$ cat src/rtl/sisc_pkg.sv
// Shared definitions for the instruction-fetch unit: FSM state encodings,
// the HALT opcode and default geometry.
package sisc_pkg;

    localparam int          DEF_ADDR_W    = 16;
    localparam int unsigned DEF_RESET_VEC = 0;

    localparam logic [3:0]  OP_HALT       = 4'hF;

    typedef logic [2:0] state_t;

    localparam state_t ST_IDLE  = 3'd0;
    localparam state_t ST_REQ   = 3'd1;
    localparam state_t ST_FLUSH = 3'd2;
    localparam state_t ST_HOLD  = 3'd3;
    localparam state_t ST_HALT  = 3'd4;

endpackage

$ cat src/rtl/ifetch_unit_pc_counter.sv
// Program counter: loadable ADDR_W register with wrap-around increment.
// A load takes priority over an increment.
module pc_counter
    import sisc_pkg::*;
#(
    parameter int          ADDR_W    = DEF_ADDR_W,
    parameter int unsigned RESET_VEC = DEF_RESET_VEC
) (
    input  logic              clk,
    input  logic              rst_n,
    input  logic              load,
    input  logic [ADDR_W-1:0] load_val,
    input  logic              inc,
    output logic [ADDR_W-1:0] pc
);

    localparam logic [ADDR_W-1:0] RST_VAL = ADDR_W'(RESET_VEC);
    localparam logic [ADDR_W-1:0] ONE     = ADDR_W'(1);

    // PC update: branch load, sequential increment (wraps silently), or hold
    always_ff @(posedge clk or negedge rst_n) begin
        if (!rst_n) begin
            pc <= RST_VAL;
        end else if (load) begin
            pc <= load_val;
        end else if (inc) begin
            pc <= pc + ONE;
        end
    end

endmodule

$ cat src/rtl/ifetch_unit.sv
// Instruction fetch unit: issues word reads to instruction memory, holds the
// returned instruction in IR until the datapath takes it, and redirects on
// branches. A branch that lands while a read is outstanding lets that read
// finish (FLUSH) and throws the response away.
// Optional build macro IFETCH_HALT_EN: consuming an opcode 4'hF instruction
// parks the unit in HALT until reset. Without it HALTED is tied low.
module ifetch_unit
    import sisc_pkg::*;
#(
    parameter int          ADDR_W    = DEF_ADDR_W,
    parameter int unsigned RESET_VEC = DEF_RESET_VEC
) (
    input  logic              CLK,
    input  logic              RST_F,
    input  logic              FETCH_EN,
    input  logic              BR_TAKEN,
    input  logic [ADDR_W-1:0] BR_ADDR,
    output logic              IM_REQ,
    output logic [ADDR_W-1:0] IM_ADDR,
    input  logic              IM_ACK,
    input  logic [31:0]       IM_DATA,
    output logic [31:0]       IR,
    output logic              IR_VALID,
    input  logic              IR_READY,
    output logic [ADDR_W-1:0] PC,
    output logic              HALTED
);

    localparam logic [ADDR_W-1:0] RST_VAL = ADDR_W'(RESET_VEC);

    state_t state;
    state_t state_nxt;
    logic   pc_load;
    logic   pc_inc;
    logic   ir_load;
    logic   ir_vld_clr;
    logic   addr_load;

    pc_counter #(
        .ADDR_W    (ADDR_W),
        .RESET_VEC (RESET_VEC)
    ) u_pc (
        .clk      (CLK),
        .rst_n    (RST_F),
        .load     (pc_load),
        .load_val (BR_ADDR),
        .inc      (pc_inc),
        .pc       (PC)
    );

    // Next-state and datapath control; a branch always beats ACK/READY
    always_comb begin
        state_nxt  = state;
        pc_load    = 1'b0;
        pc_inc     = 1'b0;
        ir_load    = 1'b0;
        ir_vld_clr = 1'b0;
        addr_load  = 1'b0;
        case (state)
            ST_IDLE: begin
                if (BR_TAKEN) begin
                    pc_load = 1'b1;
                end else if (FETCH_EN) begin
                    addr_load = 1'b1;
                    state_nxt = ST_REQ;
                end
            end
            ST_REQ: begin
                if (BR_TAKEN) begin
                    pc_load   = 1'b1;
                    state_nxt = IM_ACK ? ST_IDLE : ST_FLUSH;
                end else if (IM_ACK) begin
                    ir_load   = 1'b1;
                    pc_inc    = 1'b1;
                    state_nxt = ST_HOLD;
                end
            end
            ST_FLUSH: begin
                // A further branch while draining just retargets the PC
                if (BR_TAKEN) begin
                    pc_load = 1'b1;
                end
                if (IM_ACK) begin
                    state_nxt = ST_IDLE;
                end
            end
            ST_HOLD: begin
                if (BR_TAKEN) begin
                    pc_load    = 1'b1;
                    ir_vld_clr = 1'b1;
                    state_nxt  = ST_IDLE;
                end else if (IR_READY) begin
                    ir_vld_clr = 1'b1;
`ifdef IFETCH_HALT_EN
                    if (IR[31:28] == OP_HALT) begin
                        state_nxt = ST_HALT;
                    end else
`endif
                    if (FETCH_EN) begin
                        addr_load = 1'b1;
                        state_nxt = ST_REQ;
                    end else begin
                        state_nxt = ST_IDLE;
                    end
                end
            end
`ifdef IFETCH_HALT_EN
            ST_HALT: begin
                state_nxt = ST_HALT;
            end
`endif
            default: begin
                state_nxt = ST_IDLE;
            end
        endcase
    end

    // FSM state register
    always_ff @(posedge CLK or negedge RST_F) begin
        if (!RST_F) begin
            state <= ST_IDLE;
        end else begin
            state <= state_nxt;
        end
    end

    // Request address is captured on entry to REQ so it survives a FLUSH
    always_ff @(posedge CLK or negedge RST_F) begin
        if (!RST_F) begin
            IM_ADDR <= RST_VAL;
        end else if (addr_load) begin
            IM_ADDR <= PC;
        end
    end

    // Instruction register and its valid flag
    always_ff @(posedge CLK or negedge RST_F) begin
        if (!RST_F) begin
            IR       <= '0;
            IR_VALID <= 1'b0;
        end else begin
            if (ir_load) begin
                IR <= IM_DATA;
            end
            if (ir_load) begin
                IR_VALID <= 1'b1;
            end else if (ir_vld_clr) begin
                IR_VALID <= 1'b0;
            end
        end
    end

    assign IM_REQ = (state == ST_REQ) || (state == ST_FLUSH);

`ifdef IFETCH_HALT_EN
    assign HALTED = (state == ST_HALT);
`else
    assign HALTED = 1'b0;
`endif

endmodule
$ cat config.mk
export PLATFORM = sky130hd
export DESIGN_NAME = ifetch_unit
export DESIGN_NICKNAME = d
export VERILOG_FILES = /design/src/rtl/sisc_pkg.sv /design/src/rtl/ifetch_unit_pc_counter.sv /design/src/rtl/ifetch_unit.sv
export SDC_FILE = /design/constraint.sdc
export NUM_CORES = 1
export LEC_CHECK = 0
export BUFFER_PORTS_ARGS = -buffer_cell sky130_fd_sc_hd__buf_2
export CAP_MARGIN = 20
export CORE_AREA = 5 5 68 131
export CTS_CLUSTER_SIZE = 8
export DETAILED_ROUTE_END_ITERATION = 10
export DIE_AREA = 0 0 73 136
export PLACE_DENSITY = 0.69
export SLEW_MARGIN = 5
export SYNTH_ARGS = -nofsm -noshare
export SYNTH_HDL_FRONTEND = slang
export SYNTH_SLANG_ARGS = --single-unit
$ cat constraint.sdc
create_clock -name CLK -period 2.4 [get_ports CLK]
set_clock_uncertainty 0.2 [all_clocks]
set_input_delay 0.72 -clock CLK [delete_from_list [all_inputs] [get_ports CLK]]
set_output_delay 0.72 -clock CLK [all_outputs]
set_load 0.01 [all_outputs]
==> flow_summary.ini, run 1 <==
[timing]
fin_crit_sh_pct = 96.1
final_max_slew_viol_count = 0
fmax_mhz = 434
fin_crit_ns = 2.31
fin_ws_ns = 0.0943
rsz0062_at_grt = no
finalSetupViolations = 0
tns_ns = 0
finalHoldViolations = 0

[clock_network]
insertion_delay_ns = 0.32
cts_hold_repair.buffers = 0
clockBufferDepth = 2
cts.root.buffer_cell = clkbuf_16
clk_pin_slew_ns = 0.05
numCtsBuffers = 9
ctsHtreeMaxLevel = 3
cts_setup_buffers = 0
cts.sinks = 67
cts_resized = 0
cts_tree = yes

[logic_synthesis]
ys.flop_type = dfrtp_1
netlist_top_cells_count = 67 x dfrtp_1, 30 x mux2_4, 20 x nand2_1, 14 x mux2_2, 11 x o21ai_1
synth_top_area_share_pct = 52.8
synth.most_common_cell = dfrtp_1
avgSynthCellArea_um2 = 13.5
synth_edf_count = 0
syn_nets = 296
synth_compound_area_share_pct = 4.93
synthMuxAreaShare_pct = 21.2
yosysWarnings = 0
synth.cell_area_mm2 = 0.00317
synth-seq-cells = 67
syn-instance-count = 235
ys_seq_area_share_pct = 52.8
synth-simple-area-share_pct = 11.3
synthTopCellsByArea = dfrtp_1 53%, mux2_4 14%, mux2_2 5.0%
synth-async-reset-ratio_pct = 100
synth_top_family_by_area = multiplexers
synth_cell_type_count = 42
synth_xor_area_share_pct = 3.59
synth.largest_area_cell = dfrtp_1
synthAdderAreaFrac_pct = 2.76

[route]
drt-pass1-iter-count = 4
vias = 2270
drt-total-wl_mm = 7.22
drtIter0Drc = 120
viasPerCell = 4.92
drc = 0
wl_per_cell_um = 15.7
antenna_left = 0

[finish]
utilization_pct = 53.0
stdcell_count = 461
drive_gt1_share_pct = 53.4
fillerInstances = 704
syn_to_final_growth_pct = 30.8
diodes = 0
fin_nets = 421

[worst_setup_path]
slowest_delay_ns = 0.43
crit_start = state[0]$_DFFE_PN0P_
r2r-start = state[1]$_DFFE_PN0P_
startpoint_type = flip-flop
end_kind = output port
crit_type = flip-flop to output port
cp_max_fo = 6
worstPathCellList = inv_1 -> ha_1 -> buf_2
critPathArrivalTime_ns = 1.39
critPathSlowestCell = dfrtp_1
rrSetupSlack_ns = 0.31
required_ns = 1.48

[power]
powerDensity_mw_per_mm2 = 1170
power.total_w = 0.00487
peakVddDrop_mv = 0.684
leakagePower_nw = 2.10

[place]
io_buffers = 119
place_inst = 445
gp_congestion = 0.788
dp_hpwl_mm = 5.35
pre_cts_slack_ns = 0.221

[global_route]
grt_pass1_wl_mm = 11.8
grt_max_degree = 68
gr-total-overflow = 0
groute.usage.overall_pct = 15.2
grt_pass1_vias = 2464
antenna_found_initial = 0

[die]
die_y_um = 136
design.core.area_mm2 = 0.00783
die_w_um = 73
fp.dieArea_mm2 = 0.00993
start_util_pct = 40.5
placementRows = 46
ios = 121

[worst_hold_path]
min_path_type = input pin to asynchronous set/reset pin

[flow_run]
maxCapViolations = 0

[status]
status = finished, final reports clean
==> routing by layer <==
layer  track usage [%]  vias to the layer above  part of all wire [%]
met4              6.37                        0                   1.8
met2              22.3                      114                    45
met1              20.6                     1071                    43
li1                  -                     1073                     -
met3              4.96                       12                    10
met5                 0                        -                     0
==> placed cells by master (no fill, tap or decap), types with 2 or more instances in the layout <==
cell | synthesis | layout
nor4_2 | 6 | 6
dfrtp_1 | 67 | 67
nand3_1 | 4 | 4
clkbuf_16 | 0 | 9
a21oi_1 | 3 | 3
nand4_2 | 2 | 2
nor3_1 | 4 | 4
o21ai_1 | 11 | 11
clkinv_2 | 0 | 2
xnor2_1 | 10 | 10
nand4_1 | 3 | 3
buf_4 | 2 | 4
mux2i_1 | 2 | 2
clkbuf_1 | 2 | 3
nand2_1 | 20 | 20
inv_1 | 6 | 6
buf_2 | 2 | 119
o21ai_0 | 4 | 4
nor2_1 | 6 | 6
mux2_1 | 4 | 4
clkbuf_8 | 0 | 2
mux2_4 | 30 | 30
xor2_1 | 3 | 3
mux2_2 | 14 | 14
ha_1 | 7 | 7
buf_12 | 0 | 2
==> critical path, delay by kind of cell, from the launching register on <==
kind	cells	cell delay, ns
flip-flops	1	0.43
adder cells (fa/ha/maj)	1	0.35
buffers and inverters	2	0.28
==> through the flow <==
step / area [um^2] / hold slack [ns]
detailed placement: 3880 / 0.275
global route: 4150 / 0.250
floorplan: 3170 / 0.224
CTS: 4150 / 0.218
global placement: 3880 / 0.268
finish: 4150 / 0.215
==> logic make-up after synthesis <==
group / Yosys count
xor+xnor: 13
fa+ha+maj: 7
flops: 67
compound gates: 26
other cells: 1
simple gates: 54
buf+inv: 17
mux: 50
==> power by group <==
part / internal, W / total (W) / switching (W)
logic: 0.000991 / 0.00181 / 0.000817
clock network: 0.000752 / 0.00118 / 0.000431
registers: 0.00159 / 0.00188 / 0.000296
==> worst paths after layout <==
path | end | cells past startpoint
min | u_pc.pc[8]$_DFFE_PN0P_ | 2
max | IM_REQ | 3
min in group CLK | IM_ADDR[10]$_DFFE_PN0P_ | 1
max reg2reg | u_pc.pc[13]$_DFFE_PN0P_ | 6
min reg2reg | IM_ADDR[10]$_DFFE_PN0P_ | 1
max in group asynchronous | IR[19]$_DFFE_PN0P_ | 2
==> sequential cells by signal, indices dropped and copies added (netlist names) <==
name,count
IM_ADDR,16
IR_VALID,1
IR,32
u_pc.pc,16
state,2
==> cell type report <==
type / instances / area, um^2 / area share (%)
inverter: 6 / 22.5 / 0.542
clock buffer: 14 / 264 / 6.36
sequential: 67 / 1680 / 40.4
clock inverter: 2 / 10.0 / 0.241
multi-input combinational: 151 / 1390 / 33.5
tap: 96 / 120 / 2.89
timing repair buffer: 125 / 666 / 16.0
No activity file was read; power rests on OpenSTA's default activity.
==> inputs of run 2 (changes only) <==
==> constraint.sdc (replaced) <==
create_clock -name CLK -period 2.3 [get_ports CLK]
set_clock_uncertainty 0.2 [all_clocks]
set_input_delay 0.69 -clock CLK [delete_from_list [all_inputs] [get_ports CLK]]
set_output_delay 0.69 -clock CLK [all_outputs]
set_load 0.01 [all_outputs]
==> run 2 against run 1 <==
Wire length increased by 1.7%. Worst hold slack got worse by 0.12 ns. First-iteration DRC count decreased by 2.5%. Combinational power increased by 5%. Register-to-register slack got worse by 0.09 ns. Die area unchanged. Largest cell class unchanged.
==> flow_summary.ini, run 2 (synthesis results as in run 1) <==
[status]
status = finished, final reports clean

[flow_run]
maxCapViolations = 0

[finish]
layout.cells.most_common_list = 119 x buf_2, 66 x dfrtp_1, 30 x mux2_4
regMostFlops = IR
fillerInstances = 709
utilization_pct = 53.4
seqCellArea_mm2 = 0.00168
fin_nets = 423
multi_input_area_mm2 = 0.00139
final_common_cell = buf_2
largest_reg_flops = 32
fin_area_mm2 = 0.00418
drive_gt1_share_pct = 53.8
syn_to_final_growth_pct = 31.8
diodes = 0
reg.largest.list = IR (32), IM_ADDR (16), u_pc.pc (16)

[clock_network]
insertion_delay_ns = 0.32
numCtsBuffers = 9
cts.root.buffer_cell = clkbuf_16
cts.sinks = 67
ctsHtreeMaxLevel = 3
clockBufferDepth = 2
cts_hold_repair.buffers = 0
clk_pin_slew_ns = 0.05
cts_tree = yes

[worst_setup_path]
worstPathCellList = inv_1 -> ha_1 -> buf_2
critPathSlowestCell = dfrtp_2
required_ns = 1.41
critPathArrivalTime_ns = 1.33
cp_max_fo = 6
slowest_delay_ns = 0.41
crit_type = flip-flop to output port
startpoint_type = flip-flop
end_kind = output port

[place]
placed_cell_area_mm2 = 0.00391
dp_hpwl_mm = 5.64
io_buffers = 119
gp_congestion = 0.774

[route]
antenna_left = 0
drtIter0Drc = 117
drc = 0
wl_per_cell_um = 15.9
viasPerCell = 5.06
drt-pass1-iter-count = 4
drt-total-wl_mm = 7.34
vias = 2339

[die]
placementRows = 46
die_y_um = 136
start_util_pct = 40.5
fp.dieArea_mm2 = 0.00993
die_w_um = 73
ios = 121
design.core.area_mm2 = 0.00783

[timing]
finalSetupViolations = 0
tns_ns = 0
rsz0062_at_grt = no
fin_crit_sh_pct = 96.6
fin_crit_ns = 2.22
finalHoldViolations = 0
fmax_mhz = 450
final_max_slew_viol_count = 0

[worst_hold_path]
min_path_type = input pin to asynchronous set/reset pin

[power]
powerDensity_mw_per_mm2 = 1230
peakVddDrop_mv = 0.677
leakagePower_nw = 2.11

[global_route]
grt_pass1_vias = 2496
groute.usage.overall_pct = 15.3
grt_pass1_wl_mm = 11.8
gr-total-overflow = 0
grt_max_degree = 53
antenna_found_initial = 0
run 2: changes by cell type in the layout (fill, tap and decap cells not counted):
| cell | delta |
|---|---|
| clkbuf_8 | -2 |
| dfrtp_2 | +1 |
| dfrtp_1 | -1 |
| buf_4 | +1 |
| buf_12 | +1 |
| bufinv_16 | +1 |
run 2: power by group:
group          switching (W)  internal [W]
registers           0.000311       0.00166
logic               0.000857       0.00105
clock network       0.000446      0.000828
total                0.00161       0.00353
run 2: path summary, 6_finish.rpt:
path	start	end	depth (start not counted)	slack, ns
setup / recovery	state[0]$_DFFE_PN0P_	IM_REQ	3	0.08
hold / removal	RST_F	IM_ADDR[6]$_DFFE_PN0P_	1	0.09
setup reg to reg	state[1]$_DFFE_PN0P_	IR[12]$_DFFE_PN0P_	6	0.22
hold reg to reg	IM_ADDR[10]$_DFFE_PN0P_	IM_ADDR[10]$_DFFE_PN0P_	1	0.28
max in group asynchronous	RST_F	u_pc.pc[4]$_DFFE_PN0P_	2	1.21
min in group CLK	IM_ADDR[10]$_DFFE_PN0P_	IM_ADDR[10]$_DFFE_PN0P_	1	0.28
run 2: cell type report:
cell class,instances,area share (%)
Sequential cell,67,40.1
Multi-Input combinational cell,151,33.3
Timing Repair Buffer,127,16.6
Clock buffer,12,5.65
Tap cell,96,2.87
Clock inverter,3,0.957
Inverter,6,0.538
run 2: layer usage:
layer	wire (um)	track usage, %	up-vias	part of all wire [%]
li1	-	-	1077	-
met1	3010	18.9	1129	41
met2	3480	23.3	124	47
met3	763	6.37	9	10
met4	78	6.26	0	1.1
met5	0	0	-	0
run 2: worst max-delay path: cells and delay by family (launching register included):
kind	cells	cell delay, ns
DFF	1	0.41
buffers and inverters	2	0.26
adders and majority gates	1	0.34
run 2: stage by stage:
stage / worst slack, ns / std cells / total power, W / hold WS (ns)
global route: 0.0294 / 462 / 0.00546 / 0.110
floorplan: 0.235 / 235 / 0.00314 / 0.194
CTS: 0.0604 / 462 / 0.00522 / 0.0897
detailed placement: 0.227 / 447 / 0.00391 / 0.271
finish: 0.0782 / 462 / 0.00515 / 0.0940
global placement: 0.272 / 447 / 0.00381 / 0.267
run 2: repair_timing:
item                       CTS  global route
setup endpoints to repair    1             0
gates resized for setup      1             0
buffers inserted             0             0
